$ cat src/rtl/avalon_arbiter_2m_if.sv
// Bus bundle between two Avalon-MM masters, the 2:1 arbiter and the shared slave.
// "slave" modport is the arbiter's view; "master" modport is the surrounding environment's view.
interface avalon_arbiter_2m_if #(
    parameter int NBDATABYTES = 2,
    parameter int NBADDRBITS  = 8
);
    localparam int DW = 8 * NBDATABYTES;

    logic [NBADDRBITS-1:0]  m0_address,    m1_address;
    logic [NBDATABYTES-1:0] m0_byteenable, m1_byteenable;
    logic                   m0_read,       m1_read;
    logic                   m0_write,      m1_write;
    logic [DW-1:0]          m0_writedata,  m1_writedata;
    logic                   m0_waitrequest,   m1_waitrequest;
    logic [DW-1:0]          m0_readdata,      m1_readdata;
    logic                   m0_readdatavalid, m1_readdatavalid;

    logic [NBADDRBITS-1:0]  s_address;
    logic [NBDATABYTES-1:0] s_byteenable;
    logic [DW-1:0]          s_writedata;
    logic                   s_read;
    logic                   s_write;
    logic [DW-1:0]          s_readdata;
    logic                   s_readdatavalid;
    logic                   s_waitrequest;

    logic [1:0]             grant;
    logic                   err;
    logic                   err_clr;

    modport slave (
        input  m0_address, m0_byteenable, m0_read, m0_write, m0_writedata,
        input  m1_address, m1_byteenable, m1_read, m1_write, m1_writedata,
        output m0_waitrequest, m0_readdata, m0_readdatavalid,
        output m1_waitrequest, m1_readdata, m1_readdatavalid,
        output s_address, s_byteenable, s_writedata, s_read, s_write,
        input  s_readdata, s_readdatavalid, s_waitrequest,
        output grant, err,
        input  err_clr
    );

    modport master (
        output m0_address, m0_byteenable, m0_read, m0_write, m0_writedata,
        output m1_address, m1_byteenable, m1_read, m1_write, m1_writedata,
        input  m0_waitrequest, m0_readdata, m0_readdatavalid,
        input  m1_waitrequest, m1_readdata, m1_readdatavalid,
        input  s_address, s_byteenable, s_writedata, s_read, s_write,
        output s_readdata, s_readdatavalid, s_waitrequest,
        input  grant, err,
        output err_clr
    );
endinterface

$ cat src/rtl/avalon_arbiter_2m.sv
// Round-robin 2:1 Avalon-MM arbiter, one outstanding transaction; 1-cycle arbitration then command pass-through.
// Non-owners see waitrequest=1 until served; reads release on readdatavalid or after TIMEOUT RD_WAIT cycles.
module avalon_arbiter_2m #(
    parameter int NBDATABYTES = 2,
    parameter int NBADDRBITS  = 8,
    parameter int TIMEOUT     = 16
) (
    input  logic                clk,
    input  logic                rst,
    avalon_arbiter_2m_if.slave  bus
);
    localparam int DW = 8 * NBDATABYTES;
    localparam int CW = (TIMEOUT < 2) ? 1 : $clog2(TIMEOUT);

    localparam logic [1:0] ST_IDLE    = 2'd0;
    localparam logic [1:0] ST_CMD     = 2'd1;
    localparam logic [1:0] ST_RD_WAIT = 2'd2;

    logic [1:0]    r_state;
    logic          r_owner;
    logic          r_last;
    logic          r_err;
    logic [CW-1:0] r_cnt;

    logic                   w_req0, w_req1, w_winner;
    logic                   w_cmd, w_rdw, w_busy;
    logic                   w_own_rd, w_own_wr, w_own_req;
    logic [NBADDRBITS-1:0]  w_own_addr;
    logic [NBDATABYTES-1:0] w_own_be;
    logic [DW-1:0]          w_own_wdat;
    logic                   w_timeout;
    logic                   w_err_set;

    // Read and write together is malformed and never counts as a request.
    assign w_req0   = bus.m0_read ^ bus.m0_write;
    assign w_req1   = bus.m1_read ^ bus.m1_write;
    assign w_winner = (w_req0 & w_req1) ? ~r_last : w_req1;

    assign w_cmd  = (r_state == ST_CMD);
    assign w_rdw  = (r_state == ST_RD_WAIT);
    assign w_busy = w_cmd | w_rdw;

    assign w_own_rd   = r_owner ? (bus.m1_read & ~bus.m1_write) : (bus.m0_read & ~bus.m0_write);
    assign w_own_wr   = r_owner ? (bus.m1_write & ~bus.m1_read) : (bus.m0_write & ~bus.m0_read);
    assign w_own_req  = w_own_rd | w_own_wr;
    assign w_own_addr = r_owner ? bus.m1_address    : bus.m0_address;
    assign w_own_be   = r_owner ? bus.m1_byteenable : bus.m0_byteenable;
    assign w_own_wdat = r_owner ? bus.m1_writedata  : bus.m0_writedata;

    assign w_timeout = w_rdw & ~bus.s_readdatavalid & (r_cnt == CW'(TIMEOUT - 1));

    assign w_err_set = (bus.m0_read & bus.m0_write) | (bus.m1_read & bus.m1_write)
                     | ((r_state == ST_IDLE) & bus.s_readdatavalid)
                     | (w_cmd & ~w_own_req)
                     | w_timeout;

    assign bus.s_read       = w_cmd & w_own_rd;
    assign bus.s_write      = w_cmd & w_own_wr;
    assign bus.s_address    = w_cmd ? w_own_addr : '0;
    assign bus.s_byteenable = w_cmd ? w_own_be   : '0;
    assign bus.s_writedata  = w_cmd ? w_own_wdat : '0;

    assign bus.m0_waitrequest   = (w_cmd & ~r_owner) ? bus.s_waitrequest : 1'b1;
    assign bus.m1_waitrequest   = (w_cmd &  r_owner) ? bus.s_waitrequest : 1'b1;
    assign bus.m0_readdatavalid = bus.s_readdatavalid & w_busy & ~r_owner;
    assign bus.m1_readdatavalid = bus.s_readdatavalid & w_busy &  r_owner;
    assign bus.m0_readdata      = bus.s_readdata;
    assign bus.m1_readdata      = bus.s_readdata;

    assign bus.grant = w_busy ? {r_owner, ~r_owner} : 2'b00;
    assign bus.err   = r_err;

    always_ff @(posedge clk or posedge rst) begin
        if (rst) begin
            r_state <= ST_IDLE;
            r_owner <= 1'b0;
            r_last  <= 1'b1;
            r_err   <= 1'b0;
            r_cnt   <= '0;
        end else begin
            if (w_err_set) begin
                r_err <= 1'b1;
            end else if (bus.err_clr) begin
                r_err <= 1'b0;
            end

            case (r_state)
                ST_IDLE: begin
                    if (w_req0 | w_req1) begin
                        r_owner <= w_winner;
                        r_last  <= w_winner;
                        r_state <= ST_CMD;
                    end
                end
                ST_CMD: begin
                    // An owner that withdraws mid-command loses the bus rather than stalling it.
                    if (!w_own_req) begin
                        r_state <= ST_IDLE;
                    end else if (!bus.s_waitrequest) begin
                        if (w_own_wr || bus.s_readdatavalid) begin
                            r_state <= ST_IDLE;
                        end else begin
                            r_state <= ST_RD_WAIT;
                            r_cnt   <= '0;
                        end
                    end
                end
                ST_RD_WAIT: begin
                    if (bus.s_readdatavalid || w_timeout) begin
                        r_state <= ST_IDLE;
                    end else begin
                        r_cnt <= r_cnt + CW'(1);
                    end
                end
                default: r_state <= ST_IDLE;
            endcase
        end
    end
endmodule
$ cat src/flat_wrapper.sv
// flat-port wrapper written by rule: the top's interface ports become plain ports
module avalon_arbiter_2m_flat 
#(
    parameter int NBDATABYTES = 2,
    parameter int NBADDRBITS  = 8,
    parameter int TIMEOUT     = 16
)
  (clk, rst, bus_m0_address, bus_m0_byteenable, bus_m0_read, bus_m0_write, bus_m0_writedata, bus_m1_address, bus_m1_byteenable, bus_m1_read, bus_m1_write, bus_m1_writedata, bus_m0_waitrequest, bus_m0_readdata, bus_m0_readdatavalid, bus_m1_waitrequest, bus_m1_readdata, bus_m1_readdatavalid, bus_s_address, bus_s_byteenable, bus_s_writedata, bus_s_read, bus_s_write, bus_s_readdata, bus_s_readdatavalid, bus_s_waitrequest, bus_grant, bus_err, bus_err_clr);
  avalon_arbiter_2m_if #(.NBDATABYTES(NBDATABYTES), .NBADDRBITS(NBADDRBITS)) bus_i ();
  input  logic clk;
  input  logic rst;
  input wire logic [$bits(bus_i.m0_address)-1:0] bus_m0_address;
  input wire logic [$bits(bus_i.m0_byteenable)-1:0] bus_m0_byteenable;
  input wire logic [$bits(bus_i.m0_read)-1:0] bus_m0_read;
  input wire logic [$bits(bus_i.m0_write)-1:0] bus_m0_write;
  input wire logic [$bits(bus_i.m0_writedata)-1:0] bus_m0_writedata;
  input wire logic [$bits(bus_i.m1_address)-1:0] bus_m1_address;
  input wire logic [$bits(bus_i.m1_byteenable)-1:0] bus_m1_byteenable;
  input wire logic [$bits(bus_i.m1_read)-1:0] bus_m1_read;
  input wire logic [$bits(bus_i.m1_write)-1:0] bus_m1_write;
  input wire logic [$bits(bus_i.m1_writedata)-1:0] bus_m1_writedata;
  output wire logic [$bits(bus_i.m0_waitrequest)-1:0] bus_m0_waitrequest;
  output wire logic [$bits(bus_i.m0_readdata)-1:0] bus_m0_readdata;
  output wire logic [$bits(bus_i.m0_readdatavalid)-1:0] bus_m0_readdatavalid;
  output wire logic [$bits(bus_i.m1_waitrequest)-1:0] bus_m1_waitrequest;
  output wire logic [$bits(bus_i.m1_readdata)-1:0] bus_m1_readdata;
  output wire logic [$bits(bus_i.m1_readdatavalid)-1:0] bus_m1_readdatavalid;
  output wire logic [$bits(bus_i.s_address)-1:0] bus_s_address;
  output wire logic [$bits(bus_i.s_byteenable)-1:0] bus_s_byteenable;
  output wire logic [$bits(bus_i.s_writedata)-1:0] bus_s_writedata;
  output wire logic [$bits(bus_i.s_read)-1:0] bus_s_read;
  output wire logic [$bits(bus_i.s_write)-1:0] bus_s_write;
  input wire logic [$bits(bus_i.s_readdata)-1:0] bus_s_readdata;
  input wire logic [$bits(bus_i.s_readdatavalid)-1:0] bus_s_readdatavalid;
  input wire logic [$bits(bus_i.s_waitrequest)-1:0] bus_s_waitrequest;
  output wire logic [$bits(bus_i.grant)-1:0] bus_grant;
  output wire logic [$bits(bus_i.err)-1:0] bus_err;
  input wire logic [$bits(bus_i.err_clr)-1:0] bus_err_clr;
  assign bus_i.m0_address = bus_m0_address;
  assign bus_i.m0_byteenable = bus_m0_byteenable;
  assign bus_i.m0_read = bus_m0_read;
  assign bus_i.m0_write = bus_m0_write;
  assign bus_i.m0_writedata = bus_m0_writedata;
  assign bus_i.m1_address = bus_m1_address;
  assign bus_i.m1_byteenable = bus_m1_byteenable;
  assign bus_i.m1_read = bus_m1_read;
  assign bus_i.m1_write = bus_m1_write;
  assign bus_i.m1_writedata = bus_m1_writedata;
  assign bus_m0_waitrequest = bus_i.m0_waitrequest;
  assign bus_m0_readdata = bus_i.m0_readdata;
  assign bus_m0_readdatavalid = bus_i.m0_readdatavalid;
  assign bus_m1_waitrequest = bus_i.m1_waitrequest;
  assign bus_m1_readdata = bus_i.m1_readdata;
  assign bus_m1_readdatavalid = bus_i.m1_readdatavalid;
  assign bus_s_address = bus_i.s_address;
  assign bus_s_byteenable = bus_i.s_byteenable;
  assign bus_s_writedata = bus_i.s_writedata;
  assign bus_s_read = bus_i.s_read;
  assign bus_s_write = bus_i.s_write;
  assign bus_i.s_readdata = bus_s_readdata;
  assign bus_i.s_readdatavalid = bus_s_readdatavalid;
  assign bus_i.s_waitrequest = bus_s_waitrequest;
  assign bus_grant = bus_i.grant;
  assign bus_err = bus_i.err;
  assign bus_i.err_clr = bus_err_clr;
  avalon_arbiter_2m #(.NBDATABYTES(NBDATABYTES), .NBADDRBITS(NBADDRBITS), .TIMEOUT(TIMEOUT)) u_core (.clk(clk), .rst(rst), .bus(bus_i));
endmodule
$ cat config.mk
export PLATFORM = sky130hd
export DESIGN_NAME = avalon_arbiter_2m_flat
export DESIGN_NICKNAME = d
export VERILOG_FILES = /design/src/rtl/avalon_arbiter_2m_if.sv /design/src/rtl/avalon_arbiter_2m.sv /design/src/flat_wrapper.sv
export SDC_FILE = /design/constraint.sdc
export NUM_CORES = 1
export LEC_CHECK = 0
export CORE_AREA = 4 4 72 74
export DETAILED_ROUTE_END_ITERATION = 8
export DIE_AREA = 0 0 76 78
export PLACE_DENSITY = 0.95
export SLEW_MARGIN = 10
export SYNTH_ARGS = -nofsm -noshare
export SYNTH_HDL_FRONTEND = slang
export SYNTH_SLANG_ARGS = --single-unit
$ cat constraint.sdc
create_clock -name clk -period 5.3 [get_ports clk]
set_clock_uncertainty 0.05 [all_clocks]
set_input_delay 0.53 -clock clk [delete_from_list [all_inputs] [get_ports clk]]
set_output_delay 0.53 -clock clk [all_outputs]
set_load 0.02 [all_outputs]
; ---- Word level (Yosys, flattened, before mapping)
; Cells that the tools add are included.
[classes]
shift = 0
n_div = 0
n_eq_ne = 10
add_sub_neg = 1
bitwise = 35
order_cmp = 0
mul = 0
muxes = 25
reduce_logical = 8
[op_table]
columns = operator, n
row1 = $mux W16, 2
row2 = $and A1 B1 Y1, 18
row3 = $mux W2, 8
row4 = $mux W4, 4
row5 = $mux W8, 2
row6 = $ne A2 B2 Y1 const B, 6
row7 = $not A1 Y1, 8
row8 = $pmux W4 S2, 1
row9 = $mux W1, 7
row10 = $or A1 B1 Y1, 7
row11 = $pmux W2 S3, 1
row12 = $reduce_and A5 Y1, 1
row13 = $add A4 B1 Y4 const B, 1
row14 = $eq A4 B4 Y1 const B, 1
row15 = $reduce_bool A2 Y1, 2
row16 = $ne A3 B3 Y1 const B, 1
row17 = $reduce_and A3 Y1, 1
row18 = $eq A2 B1 Y1 const B, 1
row19 = $eq A2 B2 Y1 const B, 1
row20 = $logic_not A2 Y1, 1
row21 = $logic_or A1 B1 Y1, 2
row22 = $reduce_and A2 Y1, 1
row23 = $xor A1 B1 Y1, 2
[totals]
mem_bits_ro = 0
output_inout_bits = 67
reg_bits = 9
ram_bits = 0
latchBits = 0
inputBits = 77
memories = 0
elab_cells = 84

; ---- Longest topological paths before layout
; Gate-level depths: netlist of run 1.
[depth]
ltp_word = 9
ltp_mapped = 7
mapped_depth_nobuf = 6

; ---- Least setup slack after synthesis of run 1
; Ideal clock, no wire load.
[synth_path]
path_kind = register to output
startpoint = register u_core.r_state[1]
endpoint = output bus_s_address[0]
arrival_time_ps = 1440
required_ps = 4720
path_buffers = 2
path_stages_with_launch = 7
slack_ps = 3280
path_cell_list = dfrtp_1 -> inv_1 -> ha_1 -> inv_1 -> clkbuf_1 -> clkbuf_1 -> nor2_1
[synth_between]
elab_chain_len = 2
[synth_lines]
columns = item, line
row1 = start: declaration, avalon_arbiter_2m.sv:19  ; logic [1:0] r_state;
row2 = start signal: assignment, avalon_arbiter_2m.sv:75  ; r_state <= ST_IDLE;
row3 = start signal: assignment, avalon_arbiter_2m.sv:92  ; r_state <= ST_CMD;
row4 = start signal: assignment, avalon_arbiter_2m.sv:98  ; r_state <= ST_IDLE;
row5 = $eq A2 B1 Y1, avalon_arbiter_2m.sv:39  ; assign w_cmd = (r_state == ST_CMD);
row6 = $mux W8, avalon_arbiter_2m.sv:59  ; assign bus.s_address = w_cmd ? w_own_addr : '0;
row7 = end: declaration, flat_wrapper.sv:28  ; output wire logic [$bits(bus_i.s_address)-1:0] bus_s_address;
; No other way between the ends.

; ---- Final worst setup path of run 1
[layout_path]
startpoint = register u_core.r_state[1]
endpoint = output bus_s_writedata[8]
[layout_between]
elab_chain_len = 2
[layout_lines]
columns = item, line
row1 = $eq A2 B1 Y1, avalon_arbiter_2m.sv:39
row2 = $mux W16, avalon_arbiter_2m.sv:61  ; assign bus.s_writedata = w_cmd ? w_own_wdat : '0;
row3 = end: declaration, flat_wrapper.sv:30  ; output wire logic [$bits(bus_i.s_writedata)-1:0] bus_s_writedata;
; No other way between the ends.

==> results of run 1 <==
[power groups by stage]
stage / clock network [mW] / registers [mW] / logic [mW]
2_1_floorplan: 0 / 0.112 / 0.489
3_5_place_dp: 0 / 0.173 / 0.703
5_1_grt: 0.0849 / 0.180 / 0.749
4_1_cts: 0.0799 / 0.172 / 0.707
3_3_place_gp: 0 / 0.171 / 0.695
6_report: 0.0781 / 0.170 / 0.696
[metrics by stage]
| step | setup WS (ns) | cells | utilization, % |
|---|---|---|---|
| after floorplan | 3.28 | 175 | - |
| after global placement | 2.53 | 284 | 46.7 |
| after detailed placement | 2.49 | 284 | 46.7 |
| after CTS | 2.38 | 288 | 47.7 |
| after global routing | 2.23 | 288 | 47.7 |
| final | 2.43 | 288 | 47.7 |
[worst min-delay path, stage by stage (launching register included)]
cell and delay (ns):
dfstp_2 0.36, nand2_1 0.04, o21ai_0 0.08
[state kept, by name (all words and copies together), names as in the netlist]
signal          count
u_core.r_cnt        4
u_core.bus.err      1
u_core.r_state      2
u_core.r_owner      1
u_core.r_last       1
[final cells by class]
type                       count  area share (%)
clock buffer                   4            2.05
inverter                       9            1.54
multi-input combinational    117            39.6
sequential                     9            10.4
tap                           54            3.08
timing repair buffer          95            43.3
[cell usage in the layout (no fill, tap or decap), types with 2 or more instances in the layout]
cell type,instances
nor2b_1,4
a31oi_1,2
dfrtp_1,7
nand2b_1,4
inv_1,9
nand3_1,3
mux2i_1,27
ha_1,11
a21oi_1,3
nor2_1,32
nand2_1,9
mux2_2,2
clkbuf_8,3
o21ai_0,2
clkdlybuf4s50_1,95
[cells by family (layout without fill, tap and decap cells)]
| family | Yosys count | count (layout) | share of synthesized area (%) |
|---|---|---|---|
| AOI/OAI and AO/OA | 16 | 16 | 9.14 |
| adders and majority gates | 11 | 11 | 9.76 |
| buffers and inverters | 49 | 108 | 22.3 |
| muxes | 30 | 30 | 21.7 |
| DFF | 9 | 9 | 16.1 |
| and+or+nand+nor | 60 | 60 | 21.0 |
[worst max-delay path by stage]
| stage | to | slack [ns] |
|---|---|---|
| detailed placement | bus_s_read | 2.49 |
| floorplan | bus_s_address[0] | 3.28 |
| global placement | bus_s_write | 2.53 |
| CTS | bus_s_writedata[8] | 2.38 |
| finish | bus_s_writedata[8] | 2.43 |
| global route | bus_s_writedata[3] | 2.23 |
[per-layer routing]
metal / track usage, % / vias to the layer above
li1: - / 676
met5: 0 / -
met4: 3.91 / 0
met3: 4.52 / 8
met1: 15.6 / 577
met2: 25.0 / 73
==> impl_metrics.py, run 1 <==
metrics = {
    "outcome": {
        "status": "complete, no violations",
    },
    "timing": {
        "period_minus_slack_ns": 2.87,
        "tightest_slew_ns": 0.921,
        "holdWs_ns": 0.444,
        "maxSlewViolCount": 0,
        "clock.fmax_ghz": 0.348,
        "setup_tns_ns": 0,
        "final_hold_viol_count": 0,
        "rsz0062_at_grt": "no",
        "finalSetupViolations": 0,
        "post-route-period-util_pct": 54.2,
        "slew_headroom_pct": 38.6,
    },
    "setup_path": {
        "worstPathArrival_ns": 2.29,
        "path_class": "flop to output port",
        "critical_path_cell_count": 5,
        "startpoint_type": "flop",
        "crit_required_ns": 4.72,
        "reg2reg_from": "u_core.r_state[1]",
        "r2r_end": "u_core.r_cnt[1]",
        "rr_worst_depth": 6,
        "path_cells": "inv_1, ha_1, inv_1, nor2_1, clkdlybuf4s50_1",
        "regToRegSetupSlack_ns": 2.93,
        "crit_path_top_delay_cell": "inv_1",
        "crit_fanout": 31,
        "path_common_cell": "inv_1",
        "cp_num_buf_inv": 3,
        "end_kind": "output port",
        "crit_family": "buffers and inverters",
        "slowest_delay_ns": 0.66,
        "crit_start": "u_core.r_state[1]",
    },
    "flow_run": {
        "cap_viol_max_count": 0,
    },
    "clock_tree": {
        "clkSinkCount": 9,
        "cts_tree": "built",
        "max-clock-path-buffers": 2,
        "ctsResizeCount": 0,
        "insertion_delay_ns": 0.23,
        "ctsHoldBuffers": 0,
        "cts_setup_buffers": 0,
        "cts-buffers-inserted": 3,
        "htree_num_levels": 1,
        "clkTransAtPathRegs_ns": 0.04,
        "cts-root-buf": "clkbuf_8",
    },
    "finish": {
        "regArea_sq_um": 228,
        "diodes": 0,
        "finalInstanceArea_sq_um": 2190,
        "drive_above_1_share_pct": 5.13,
        "syn_to_final_growth_pct": 55.6,
        "nNetsFinal": 323,
        "fillers": 427,
        "multi_input_area_sq_um": 870,
    },
    "power": {
        "peakVddDrop_mv": 0.228,
        "power-per-cell-area_nw_per_um2": 430,
        "p_sw_share_pct": 46.4,
        "total_power_uw": 945,
        "comb_power_share_pct": 73.7,
        "seq_power_share_pct": 18.0,
        "p_int_uw": 506,
        "netSwitchingPower_uw": 439,
        "leakage_nw": 0.929,
        "clkPwrFrac_pct": 8.3,
    },
    "grt": {
        "overflow": 0,
        "grt_usage_pct": 14.0,
        "antenna_found_initial": 0,
        "grt_pass1_wl_mm": 6.95,
        "grt_start_max_net_pins": 38,
        "grt_pass1_vias": 1418,
    },
    "floorplan": {
        "rows": 25,
        "core_sq_um": 4600,
        "die_x_um": 76,
        "die_area_sq_um": 5930,
        "io_pins": 144,
        "start_util_pct": 30.7,
        "die_height_um": 78,
    },
    "routing": {
        "ant_nets": 0,
        "wl_met1_mm": 1.70,
        "num_vias": 1334,
        "drt-initial-drc-count": 36,
        "met2_length_mm": 2.08,
        "routedWlPerCell_um": 14.7,
        "dr_wl_met3_um": 399,
        "drt_wl_total_mm": 4.24,
        "routed.top_layer": "met4",
        "dr.pass1.iters": 4,
        "post-route-drc-count": 0,
        "via_per_inst": 4.63,
    },
    "yosys": {
        "ys_ff_latch": 9,
        "ys_types": 36,
        "async_reset_ff_share_pct": 100,
        "syn_area_per_cell_sq_um": 8.06,
        "syn-cell-area_sq_um": 1410,
        "syn_inst": 175,
        "synthFlopType": "dfrtp_1",
        "synth_commonest_cells": "32 x buf_4, 32 x nor2_1, 27 x mux2i_1",
        "synth.top_cell.area_share_pct": 19.2,
        "synth_area_leader_cell": "mux2i_1",
        "ys_warn_count": 0,
        "syn_nets": 263,
        "synth_edf_count": 0,
        "seq_area_frac_synth_pct": 16.1,
        "synth.area.top_cells": "mux2i_1 19%, buf_4 17%, dfrtp_1 14%, ha_1 9.8%, nor2_1 8.5%",
    },
    "place": {
        "globalplace.congestion": 0.840,
        "io_buffers": 95,
        "placed_area_sq_um": 2150,
        "place_hpwl_mm": 3.45,
    },
    "hold_path": {
        "whs_path_depth": 2,
        "hold_start": "u_core.r_last",
        "hold_class": "flop to flop",
        "min_to": "u_core.r_last",
    },
}
Note: power is estimated with default switching activity, not from simulation.
==> run 2: changes to the inputs <==
--- a/config.mk
+++ b/config.mk
@@ -5,10 +5,10 @@
 export SDC_FILE = /design/constraint.sdc
 export NUM_CORES = 1
 export LEC_CHECK = 0
-export CORE_AREA = 4 4 72 74
+export CORE_AREA = 4 4 74 76
 export DETAILED_ROUTE_END_ITERATION = 8
-export DIE_AREA = 0 0 76 78
-export PLACE_DENSITY = 0.95
+export DIE_AREA = 0 0 78 80
+export PLACE_DENSITY = 0.92
 export SLEW_MARGIN = 10
 export SYNTH_ARGS = -nofsm -noshare
 export SYNTH_HDL_FRONTEND = slang
==> constraint.sdc (replaced) <==
create_clock -name clk -period 3 [get_ports clk]
set_clock_uncertainty 0.05 [all_clocks]
set_input_delay 0.3 -clock clk [delete_from_list [all_inputs] [get_ports clk]]
set_output_delay 0.3 -clock clk [all_outputs]
set_load 0.02 [all_outputs]
==> run 2 against run 1 <==
Effect of this change: sequential power is 53% higher; combinational power is 88% higher; clock power is 92% higher; wire length is 9.6% higher; via count is 4.0% higher; core utilization is 0.44 points lower; worst setup slack worse by 1.9 ns; sequential cell count stayed put; sequential share of layout area is 0.18 points lower; register-to-register slack worse by 2.0 ns; non-clock buffer count is 3 higher; final cell count is 5.6% higher; highest routed layer unchanged.
==> impl_metrics.py, run 2 (synthesized netlist as in run 1, its figures left out) <==
metrics = {
    "routing": {
        "post-route-drc-count": 0,
        "drt-initial-drc-count": 47,
        "via_per_inst": 4.56,
        "routedWlPerCell_um": 15.3,
        "dr.pass1.iters": 4,
        "num_vias": 1387,
        "ant_nets": 0,
        "drt_wl_total_mm": 4.64,
    },
    "timing": {
        "final_hold_viol_count": 0,
        "clock.fmax_ghz": 0.403,
        "tightest_slew_ns": 0.519,
        "post-route-period-util_pct": 82.7,
        "period_minus_slack_ns": 2.48,
        "rsz0062_at_grt": "no",
        "finalSetupViolations": 0,
        "holdWs_ns": 0.287,
        "setup_tns_ns": 0,
        "slew_headroom_pct": 64.5,
        "setup_ws_ns": 0.519,
        "maxSlewViolCount": 0,
    },
    "floorplan": {
        "core_sq_um": 4720,
        "start_util_pct": 29.9,
        "die_x_um": 78,
        "die_area_sq_um": 6240,
        "io_pins": 144,
        "die_height_um": 80,
        "rows": 25,
    },
    "clock_tree": {
        "cts_setup_buffers": 0,
        "cts-buffers-inserted": 3,
        "max-clock-path-buffers": 2,
        "ctsHoldBuffers": 0,
        "htree_num_levels": 1,
        "clkTransAtPathRegs_ns": 0.05,
        "ctsResizeCount": 0,
        "cts-root-buf": "clkbuf_8",
        "insertion_delay_ns": 0.24,
        "clkSinkCount": 9,
        "cts_tree": "built",
    },
    "finish": {
        "syn_to_final_growth_pct": 58.4,
        "diodes": 0,
        "fillers": 440,
        "finalInstanceArea_sq_um": 2230,
        "regMostFlops": "u_core.r_cnt",
        "largest_reg_flops": 4,
        "post_layout_nonfiller_instances": 304,
        "reg_top3": "u_core.r_cnt: 4 flops, u_core.r_state: 2 flops",
        "multi_input_area_sq_um": 870,
        "drive_above_1_share_pct": 6.33,
        "post-route-util_pct": 47.3,
        "regArea_sq_um": 228,
        "layout.cells.most_common": "clkdlybuf4s50_1",
        "final_cell_mix": "95 x clkdlybuf4s50_1, 32 x nor2_1, 27 x mux2i_1",
        "nNetsFinal": 326,
    },
    "setup_path": {
        "rr_worst_depth": 6,
        "regToRegSetupSlack_ns": 0.90,
        "crit_fanout": 29,
        "crit_start": "u_core.r_state[1]",
        "slowest_delay_ns": 0.63,
        "critical_path_cell_count": 6,
        "startpoint_type": "flop",
        "crit_required_ns": 2.65,
        "crit_path_top_delay_cell": "clkdlybuf4s50_1",
        "path_cells": "inv_1, ha_1, inv_1, buf_4, nor2_1, clkdlybuf4s50_1",
        "cp-endpoint": "bus_s_byteenable[1]",
        "r2r_end": "u_core.r_cnt[1]",
        "path_class": "flop to output port",
        "crit_family": "buffers and inverters",
        "end_kind": "output port",
        "path_common_cell": "inv_1",
        "reg2reg_from": "u_core.r_state[1]",
        "cp_num_buf_inv": 4,
        "worstPathArrival_ns": 2.13,
    },
    "place": {
        "place_hpwl_mm": 3.76,
        "io_buffers": 95,
        "placed_area_sq_um": 2190,
        "dp.cells": 300,
        "globalplace.congestion": 0.832,
        "pre_cts_ws_ns": 0.635,
    },
    "power": {
        "power-per-cell-area_nw_per_um2": 769,
        "peakVddDrop_mv": 0.454,
        "clkPwrFrac_pct": 8.8,
        "p_sw_share_pct": 46.7,
        "comb_power_share_pct": 76.1,
        "total_power_mw": 1.72,
        "p_int_uw": 915,
        "seq_power_share_pct": 15.2,
        "netSwitchingPower_uw": 801,
        "leakage_nw": 0.943,
    },
    "grt": {
        "overflow": 0,
        "grt_pass1_vias": 1470,
        "grt_pass1_wl_mm": 7.23,
        "grt_usage_pct": 14.2,
        "grt_start_max_net_pins": 30,
        "antenna_found_initial": 0,
    },
    "hold_path": {
        "hold_class": "input port to async pin",
    },
    "flow_run": {
        "cap_viol_max_count": 0,
    },
    "outcome": {
        "status": "complete, no violations",
    },
}
## run 2: worst min path at each step
stage	start	end	depth (start not counted)
2_1_floorplan	rst	u_core.bus.err	1
3_3_place_gp	u_core.r_last	u_core.r_last	2
3_5_place_dp	u_core.r_last	u_core.r_last	2
4_1_cts	rst	u_core.r_state[1]	2
5_1_grt	rst	u_core.r_cnt[2]	2
6_report	rst	u_core.r_cnt[2]	2
## run 2: layout make-up
class                   count  area share (%)
well taps                  67            3.75
repair buffers             98            43.6
inverters                   9            1.51
clock buffers               4            2.02
flip-flops and latches      9            10.2
multi-input cells         117            38.9
## run 2: metal layers
layer  GRT usage, %  wire (um)
met5              0          0
met4           3.32         48
met3           4.63        430
met2           24.6       2210
met1           17.0       1950
## run 2: power by group through the flow
stage               sequential [mW]  clock [mW]  combinational [mW]
finish                        0.260       0.150                1.31
global route                  0.272       0.157                1.40
CTS                           0.260       0.153                1.32
detailed placement            0.261           0                1.31
global placement              0.255           0                1.30
floorplan                     0.197           0               0.864
